**src/rtl/dm_cache_ctrl.sv**
```systemverilog
// Direct-mapped cache controller: tag/data lookup, read-miss fill from memory,
// write-through with no write allocate. Arrays are external and write on negedge.
module dm_cache_ctrl #(
   parameter  int ADDR_W = 16,
   parameter  int IDX_W  = 4,
   parameter  int DATA_W = 16,
   localparam int TAG_W  = ADDR_W - IDX_W
) (
   input  logic              clk,
   input  logic              clr,
   input  logic              cpuReq,
   input  logic              cpuWe,
   input  logic [ADDR_W-1:0] cpuAddr,
   input  logic [DATA_W-1:0] cpuWData,
   output logic [DATA_W-1:0] cpuRData,
   output logic              cpuDone,
   output logic [IDX_W-1:0]  arrAddr,
   input  logic [TAG_W:0]    tagRd,
   output logic [TAG_W:0]    tagWr,
   output logic              tagWe,
   input  logic [DATA_W-1:0] dataRd,
   output logic [DATA_W-1:0] dataWr,
   output logic              dataWe,
   output logic              memReq,
   output logic              memWe,
   output logic [ADDR_W-1:0] memAddr,
   output logic [DATA_W-1:0] memWData,
   input  logic              memAck,
   input  logic [DATA_W-1:0] memRData
);

   typedef enum logic [2:0] {
      S_IDLE,
      S_LOOKUP,
      S_MEMRD,
      S_FILL,
      S_MEMWR
   } state_t;

   state_t              state_q, state_d;
   logic [ADDR_W-1:0]   addr_q, addr_d;
   logic                we_q, we_d;
   logic [DATA_W-1:0]   wdata_q, wdata_d;
   logic [DATA_W-1:0]   fill_q, fill_d;
   logic [DATA_W-1:0]   rdata_q, rdata_d;
   logic                done_q, done_d;
   logic [TAG_W-1:0]    tag;
   logic                hit;

   assign tag      = addr_q[ADDR_W-1:IDX_W];
   assign hit      = tagRd[TAG_W] && (tagRd[TAG_W-1:0] == tag);
   assign arrAddr  = addr_q[IDX_W-1:0];
   assign tagWr    = {1'b1, tag};
   assign memAddr  = addr_q;
   assign memWData = wdata_q;
   assign cpuRData = rdata_q;
   assign cpuDone  = done_q;

   // Enables decode from the state register only, so they hold across the negedge write.
   always_comb begin
      state_d = state_q;
      addr_d  = addr_q;
      we_d    = we_q;
      wdata_d = wdata_q;
      fill_d  = fill_q;
      rdata_d = rdata_q;
      done_d  = 1'b0;
      tagWe   = 1'b0;
      dataWe  = 1'b0;
      dataWr  = wdata_q;
      memReq  = 1'b0;
      memWe   = 1'b0;
      case (state_q)
         S_IDLE: begin
            if (cpuReq) begin
               addr_d  = cpuAddr;
               we_d    = cpuWe;
               wdata_d = cpuWData;
               state_d = S_LOOKUP;
            end
         end
         S_LOOKUP: begin
            if (we_q) begin
               dataWe  = hit;
               state_d = S_MEMWR;
            end else if (hit) begin
               rdata_d = dataRd;
               done_d  = 1'b1;
               state_d = S_IDLE;
            end else begin
               state_d = S_MEMRD;
            end
         end
         S_MEMRD: begin
            memReq = 1'b1;
            if (memAck) begin
               fill_d  = memRData;
               state_d = S_FILL;
            end
         end
         S_FILL: begin
            tagWe   = 1'b1;
            dataWe  = 1'b1;
            dataWr  = fill_q;
            rdata_d = fill_q;
            done_d  = 1'b1;
            state_d = S_IDLE;
         end
         S_MEMWR: begin
            memReq = 1'b1;
            memWe  = 1'b1;
            if (memAck) begin
               done_d  = 1'b1;
               state_d = S_IDLE;
            end
         end
         default: state_d = S_IDLE;
      endcase
   end

   always_ff @(posedge clk or negedge clr) begin
      if (!clr) begin
         state_q <= S_IDLE;
         addr_q  <= '0;
         we_q    <= 1'b0;
         wdata_q <= '0;
         fill_q  <= '0;
         rdata_q <= '0;
         done_q  <= 1'b0;
      end else begin
         state_q <= state_d;
         addr_q  <= addr_d;
         we_q    <= we_d;
         wdata_q <= wdata_d;
         fill_q  <= fill_d;
         rdata_q <= rdata_d;
         done_q  <= done_d;
      end
   end

endmodule

```
**config.mk**
```make
export PLATFORM = sky130hd
export DESIGN_NAME = dm_cache_ctrl
export DESIGN_NICKNAME = d
export VERILOG_FILES = /design/src/rtl/dm_cache_ctrl.sv
export SDC_FILE = /design/constraint.sdc
export NUM_CORES = 1
export LEC_CHECK = 0
export CORE_MARGIN = 10
export CORE_UTILIZATION = 30
export DETAILED_ROUTE_END_ITERATION = 8
export PLACE_DENSITY = 0.62
export SETUP_SLACK_MARGIN = 0.15
export SLEW_MARGIN = 10
export SYNTH_ARGS = -nofsm -noshare
export SYNTH_HDL_FRONTEND = slang
export SYNTH_SLANG_ARGS = --single-unit
export TNS_END_PERCENT = 50
```
**constraint.sdc**
```tcl
create_clock -name clk -period 2.7 [get_ports clk]
set_clock_uncertainty 0.1 [all_clocks]
set_input_delay 0.405 -clock clk [delete_from_list [all_inputs] [get_ports clk]]
set_output_delay 0.405 -clock clk [all_outputs]
set_load 0.01 [all_outputs]
```
==> Word-level counts from Yosys, hierarchy flattened <==
Index checks and enable logic that the tools add are counted.
{ "op_classes": {"reduce_logical": 8, "n_eq_ne": 10, "n_mux": 19} }
{ "op_table": {"columns": ["op", "count"], "rows": [
  ["16-bit 2-to-1 mux", 3],
  ["16-bit one-hot mux with 2 select lines", 1],
  ["12-bit equality test", 1],
  ["3-bit 2-to-1 mux", 4],
  ["3-bit one-hot mux with 4 select lines", 1],
  ["2-bit inequality test (second input constant)", 5],
  ["1-bit 2-to-1 mux", 7],
  ["3-bit by 2-bit equality test with 1-bit output (second input constant)", 2],
  ["3-bit AND reduction", 2],
  ["2-bit AND reduction", 2],
  ["3-bit by 1-bit equality test with 1-bit output (second input constant)", 1],
  ["3-bit equality test (second input constant)", 1],
  ["3-bit zero test", 1],
  ["1-bit one-hot mux with 3 select lines", 1],
  ["2-bit 2-to-1 mux", 1],
  ["1-bit one-hot mux with 2 select lines", 1],
  ["2-bit nonzero test", 1],
  ["2-bit OR reduction", 1],
  ["1-bit logical AND", 1]
]} }
{ "word_totals": {"out_inout_bits": 86, "register_bits": 69, "input_bits": 82} }

==> Depth between registers and ports, before layout <==
Gate-level depths: netlist of the first run.
{ "logic_depth": {"depth_word": 5, "mapped_depth": 8, "depth_no_buf": 5} }

==> Worst setup path after synthesis of the first run <==
OpenSTA, ideal clock, no wires.
{ "synth_path": {"kind": "reg-to-reg", "startpoint": "register addr_q[11] (netlist: memAddr[11])", "endpoint": "register rdata_q[10] (netlist: cpuRData[10])", "setup_ns": 0.126, "t_arrival_ns": 1.956, "stages_incl_launch_ff": 7, "period_less_slack_ns": 2.182, "path_slack_ns": 0.518, "cell_sequence": "dfrtp_1 xor2_1 or4_4 nor4_4 nor2_2 buf_6 a221o_1"} }
{ "synth_between": {"elab_chain_cells": 4} }
{ "synth_lines": {"columns": ["element", "line_no", "rtl"], "rows": [
  ["from (decl)", "41", "logic [ADDR_W-1:0] addr_q, addr_d;"],
  ["from (signal assigned)", "132", "addr_q <= addr_d;"],
  ["12-bit equality test", "51", "assign hit = tagRd[TAG_W] && (tagRd[TAG_W-1:0] == tag);"],
  ["1-bit logical AND", "51", null],
  ["2-bit inequality test (no source line)", null, null],
  ["3-bit AND reduction (no source line)", null, null],
  ["to (signal assigned)", "136", "rdata_q <= rdata_d;"],
  ["to (decl)", "45", "logic [DATA_W-1:0] rdata_q, rdata_d;"]
]} }
No other way between the ends.
A chain may end at the register's enable or synchronous reset.

==> Worst setup path after layout of the first run <==
{ "layout_path": {"startpoint": "input tagRd[9]", "endpoint": "output dataWe"} }
{ "layout_between": {"elab_chain_cells": 4} }
{ "layout_lines": {"columns": ["element", "line_no", "rtl"], "rows": [
  ["from (decl)", "18", "input logic [TAG_W:0] tagRd,"],
  ["12-bit equality test", "51", null],
  ["1-bit logical AND", "51", null],
  ["1-bit 2-to-1 mux", "83", "if (we_q) begin"],
  ["1-bit one-hot mux with 2 select lines", "73", "case (state_q)"],
  ["to (decl)", "23", "output logic dataWe,"]
]} }
No other way between the ends.

==> impl_metrics.csv, run 1 <==
group,metric,value,unit
run_status,outcome,"complete, no violations",
sta,max_freq,389.9,MHz
worst_hold_path,hold_depth,1,
critical_path,critPathCaptureType,"primary output",
placement,dpl.hpwl,8.480,mm
global_routing,grt-ovfl-total,0,
floorplan,fp.dieH,124.2,µm
placement,dpl.cell_count,534,
clock_network,cts_buffers,9,
floorplan,start_util,31.14,%
pwr,seqPwrFrac,31.4,%
clock_network,cts.sinks,69,
critical_path,setup.worst_path.class,"input pin to primary output",
detailed_routing,drc,0,
finish,drive_gt1_share,28.43,%
clock_network,cts_root_buffer,"clkbuf_8",
pwr,vdd.ir_drop.worst,509.4,µV
synthesis,synth_top_family_by_area,"multiplexers",
synthesis,synthDominantCellAreaShare,53.00,%
worst_hold_path,hold_class,"register to register",
synthesis,syn_avg_cell_area,13.30,µm²
clock_network,cts_tree,"yes",
sta,fin_crit_sh,94.99,%
placement,port_buffers,166,
floorplan,ioPinCount,168,
synthesis,synth_adder_area_share,0,%
global_routing,grt_max_degree,34,
finish,fin_cells,551,
global_routing,antenna_found_initial,1,
floorplan,num_rows,37,
critical_path,critPathMaxFanout,2,
critical_path,cp.required,2.19,ns
critical_path,r2r_cells,7,
critical_path,r2r_slack,0.36,ns
synthesis,synth-seq-cells,69,
floorplan,die-area,15430,µm²
synthesis,synth-simple-area-share,8.372,%
synthesis,ys.flop_type,"dfrtp_1",
worst_hold_path,hold-path-endpoint,"cpuRData[8]",
pwr,powerDensity,1166,nW/µm²
finish,areaGrowthSynthToFinish,64.82,%
pwr,power_frac_comb,51.5,%
sta,setup_violations,0,
synthesis,synthArstFlopShare,100.0,%
sta,period_minus_slack,2.565,ns
synthesis,synth_edf_count,0,
detailed_routing,antenna_left,0,
pwr,power_leakage,2.337,nW
critical_path,r2r_end,"cpuRData[7]",
detailed_routing,wl,10.86,mm
finish,final_cell_mix,"clkdlybuf4s50_1, dfrtp_1, mux2_2, and3_1, buf_4",
sta,final_hold_viol_count,0,
sta,worst_hold_slack,0.4170,ns
clock_network,insertion_delay,0.35,ns
synthesis,synthCells,245,
clock_network,cts.path.max_buffers,2,
clock_network,htree_levels,3,
flow_run,drv_cap,0,
detailed_routing,firstDrtPassIters,4,
detailed_routing,num_vias,2579,
sta,fin_setup_tns,0,ns
clock_network,cts_setup_buffers,0,
detailed_routing,via_per_inst,4.681,
pwr,p_int,4.177,mW
clock_network,path_clk_slew,0.07,ns
finish,diodes,0,
pwr,power_switching,2.084,mW
synthesis,synthMuxAreaShare,22.47,%
detailed_routing,drtIter0Drc,119,
pwr,clkPwrFrac,17.2,%
pwr,p_sw_share,33.29,%
synthesis,ys_seq_area_share,53.00,%
sta,rsz0062_at_grt,"true",
synthesis,synth-compound-area-share,6.260,%
synthesis,yosys.area.top_type,"dfrtp_1",
finish,nets,492,
critical_path,timing.rr.start,"memAddr[11]",
synthesis,ys_warn_count,0,
critical_path,crit_path_start_kind,"input pin",
synthesis,yosysUniqueCellTypes,33,
sta,drv_slew,0,
detailed_routing,wl_per_cell,19.72,µm
floorplan,fp.coreArea,10460,µm²
worst_hold_path,min-delay-start,"cpuRData[8]",
global_routing,grt_pass1_wl,16.91,mm
synthesis,syn_area,3258,µm²
global_routing,grt_pass1_vias,2819,
synthesis,synth_xor_area_share,3.495,%
finish,final_common_cell,"clkdlybuf4s50_1",
synthesis,ys_top_cells_by_area,"dfrtp_1, mux2_2, buf_4",
critical_path,worstSetupStartpoint,"tagRd[9]",
critical_path,critPathArrivalTime,2.06,ns
placement,gp_congestion,0.7828,
floorplan,die_x,124.2,µm
synthesis,syn_nets,327,
global_routing,grt_util_all_layers,13.60,%
finish,final.fill_count,991,
-- cell usage after synthesis, drive strengths merged, types with 2 or more instances --
master  number
xor2         9
a221o       16
nand3        2
nor2         6
mux2        65
and3        16
dfrtp       69
or4          2
nor3         3
nand2b       3
clkbuf       9
xnor2        4
nand2        4
nor4         3
buf         23
-- metrics by stage --
stage	power (mW)	utilization, %	cell area [µm²]	setup slack (ns)
floorplan	3.511	-	3258	0.5178
global placement	5.272	48.34	5057	-0.2050
detailed placement	5.307	48.34	5057	-0.2233
CTS	6.380	50.94	5330	0.06901
global route	6.656	51.33	5370	0.02116
finish	6.262	51.33	5370	0.1352
-- logic make-up after synthesis --
| kind of cell | Yosys count |
|---|---|
| simple gates | 44 |
| flops | 69 |
| buf+inv | 32 |
| compound gates | 21 |
| xor+xnor | 13 |
| other cells | 1 |
| mux | 65 |
-- sequential cells by signal (all words and copies together) (netlist names) --
name / flops
memAddr: 16
fill_q: 16
memWData: 16
cpuDone: 1
cpuRData: 16
we_q: 1
state_q: 3
-- worst max-delay path by stage --
stage	end	depth (start not counted)	slack, ns
3_5_place_dp	dataWe	7	-0.22
4_1_cts	dataWe	6	0.07
5_1_grt	dataWe	6	0.02
6_report	dataWe	7	0.14
3_3_place_gp	dataWe	7	-0.20
2_1_floorplan	cpuRData[10]	6	0.52
-- power by group through the flow --
stage / combinational [mW] / sequential (mW) / clock [mW]
CTS: 3.30 / 1.97 / 1.11
global placement: 3.30 / 1.97 / 0
finish: 3.22 / 1.96 / 1.07
floorplan: 1.47 / 2.04 / 0
detailed placement: 3.33 / 1.98 / 0
global route: 3.46 / 2.04 / 1.16
-- final cells by class --
type	count	area (µm²)	area share (%)
repair buffers	186	1861	34.65
clock buffers	11	151.4	2.819
clock inverters	5	106.4	1.980
well taps	136	170.2	3.169
flip-flops and latches	69	1727	32.15
multi-input cells	144	1355	25.23
-- critical path, stage by stage --
cell,delay (ns)
clkdlybuf4s50_1,0.43
xor2_1,0.15
nor4_1,0.30
nand4b_1,0.15
nor2_2,0.19
a31o_2,0.17
clkdlybuf4s15_1,0.26
-- metal layers --
layer,track usage [%],part of all wire (%),up-vias
met5,0,0.12,-
met4,3.272,0.98,2
met3,5.268,6.4,11
met2,23.46,51,88
met1,15.37,41,1264
li1,-,-,1214
-- repair_timing --
item,in CTS,in global routing
hold endpoints to repair,20,0
hold buffers,1,0
setup endpoints to repair,17,22
gates resized for setup,12,14
pin swaps,0,4
No activity file was read; power rests on OpenSTA's default activity.
==> run 2: changes to the inputs <==
- REMOVE_ABC_BUFFERS: unset -> 1
==> impl_metrics.csv, run 2 (same netlist as run 1, synthesis figures left out) <==
group,metric,value,unit
run_status,outcome,"complete, no violations",
sta,rsz0062_at_grt,"true",
sta,max_freq,385.4,MHz
critical_path,cp.required,2.19,ns
floorplan,start_util,31.14,%
floorplan,die-area,15430,µm²
critical_path,r2r_cells,5,
clock_network,path_clk_slew,0.07,ns
finish,nets,490,
finish,diodes,0,
global_routing,grt_pass1_wl,16.38,mm
clock_network,hold_buffers,0,
flow_run,drv_cap,0,
pwr,power_leakage,2.257,nW
sta,period_minus_slack,2.595,ns
critical_path,critPathArrivalTime,2.09,ns
sta,tightest_slew,0.8986,ns
clock_network,cts.sinks,69,
finish,drive_gt1_share,27.74,%
critical_path,setup.worst_path.class,"register to primary output",
critical_path,crit_path_start_kind,"register",
clock_network,htree_levels,3,
pwr,vdd.ir_drop.worst,511.9,µV
sta,setup_violations,0,
sta,relSlewSlack,40.10,%
pwr,power,5.862,mW
placement,gp_congestion,0.7252,
detailed_routing,wl_per_cell,19.28,µm
floorplan,die_x,124.2,µm
clock_network,cts_tree,"yes",
finish,post-route-util,49.90,%
detailed_routing,drc,0,
clock_network,insertion_delay,0.33,ns
placement,port_buffers,166,
critical_path,timing.rr.start,"memAddr[12]",
floorplan,ioPinCount,168,
clock_network,cts_buffers,9,
global_routing,antenna_found_initial,0,
placement,dpl.hpwl,8.153,mm
global_routing,grt_util_all_layers,13.02,%
finish,final_cell_mix,"clkdlybuf4s50_1, dfrtp_1, mux2_2, buf_4, and3_1",
detailed_routing,firstDrtPassIters,4,
critical_path,r2r_end,"cpuRData[2]",
pwr,powerDensity,1123,nW/µm²
detailed_routing,num_vias,2601,
finish,fin_cells,547,
sta,fin_crit_sh,96.10,%
detailed_routing,antenna_left,0,
critical_path,crit_end,"dataWr[11]",
worst_hold_path,hold_class,"input pin to asynchronous set/reset pin",
sta,drv_slew,0,
clock_network,cts.path.max_buffers,2,
global_routing,grt_pass1_vias,2828,
critical_path,r2r_slack,0.41,ns
detailed_routing,via_per_inst,4.755,
floorplan,num_rows,37,
clock_network,cts_root_buffer,"clkbuf_8",
detailed_routing,drtIter0Drc,78,
placement,dpl.cell_count,528,
finish,final.fill_count,980,
floorplan,fp.coreArea,10460,µm²
critical_path,critPathMaxFanout,9,
detailed_routing,wl,10.55,mm
critical_path,critPathCaptureType,"primary output",
finish,areaGrowthSynthToFinish,60.25,%
global_routing,grt-ovfl-total,0,
global_routing,grt_max_degree,70,
floorplan,fp.dieH,124.2,µm
sta,final_hold_viol_count,0,
critical_path,worstSetupStartpoint,"state_q[2]",
finish,final_common_cell,"clkdlybuf4s50_1",
-- run 2: cell type report --
cell class | count | area [µm²] | area share (%)
repair buffers | 184 | 1815 | 34.77
flip-flops and latches | 69 | 1729 | 33.12
multi-input cells | 144 | 1341 | 25.69
well taps | 136 | 170.2 | 3.259
clock buffers | 12 | 155.1 | 2.971
clock inverters | 2 | 10.01 | 0.1917
-- run 2: worst max-delay path: stages (launching register included) --
cell and delay (ns):
dfrtp_2 0.44, nor2b_2 0.14, and2_1 0.19, buf_6 0.17, mux2_2 0.35, clkdlybuf4s50_1 0.49
-- run 2: timing repair --
| item | 4_1_cts | 5_1_grt |
|---|---|---|
| resized for setup | 7 | 8 |
| pin swaps | 0 | 0 |
| setup endpoints to repair | 17 | 15 |
| buffers inserted | 0 | 5 |
-- run 2: worst min path at each step --
stage	start	end	slack [ns]
after floorplan	clr	cpuDone	0.009
after detailed placement	cpuRData[4]	cpuRData[4]	0.40
after global placement	cpuRData[10]	cpuRData[10]	0.40
after global routing	clr	memAddr[1]	0.14
final	clr	memAddr[3]	0.06
after CTS	clr	memAddr[3]	0.13
-- run 2: per-layer routing --
| layer | wire length, µm | GRT usage (%) | vias to the layer above |
|---|---|---|---|
| met5 | 0 | 0 | - |
| met4 | 103 | 2.249 | 0 |
| met3 | 868 | 5.820 | 9 |
| met2 | 5496 | 23.12 | 96 |
| met1 | 4078 | 14.05 | 1286 |
| li1 | - | - | 1210 |
-- run 2: power by group --
group	total [mW]	internal [mW]	switching, mW
registers	1.95	1.55	0.408
logic	3.17	1.95	1.22
clock network	0.739	0.371	0.368
total	5.86	3.87	1.99
-- run 2: metrics by stage --
step | cell area (µm²) | setup TNS, ns | setup WS (ns) | hold slack (ns)
global route | 5221 | 0 | 0.003372 | 0.1367
detailed placement | 4992 | -0.1376 | -0.1376 | 0.3980
finish | 5221 | 0 | 0.1052 | 0.06460
floorplan | 3053 | -30.85 | -0.9350 | 0.009409
global placement | 4992 | -0.1215 | -0.1215 | 0.3966
CTS | 5165 | 0 | 0.03525 | 0.1253
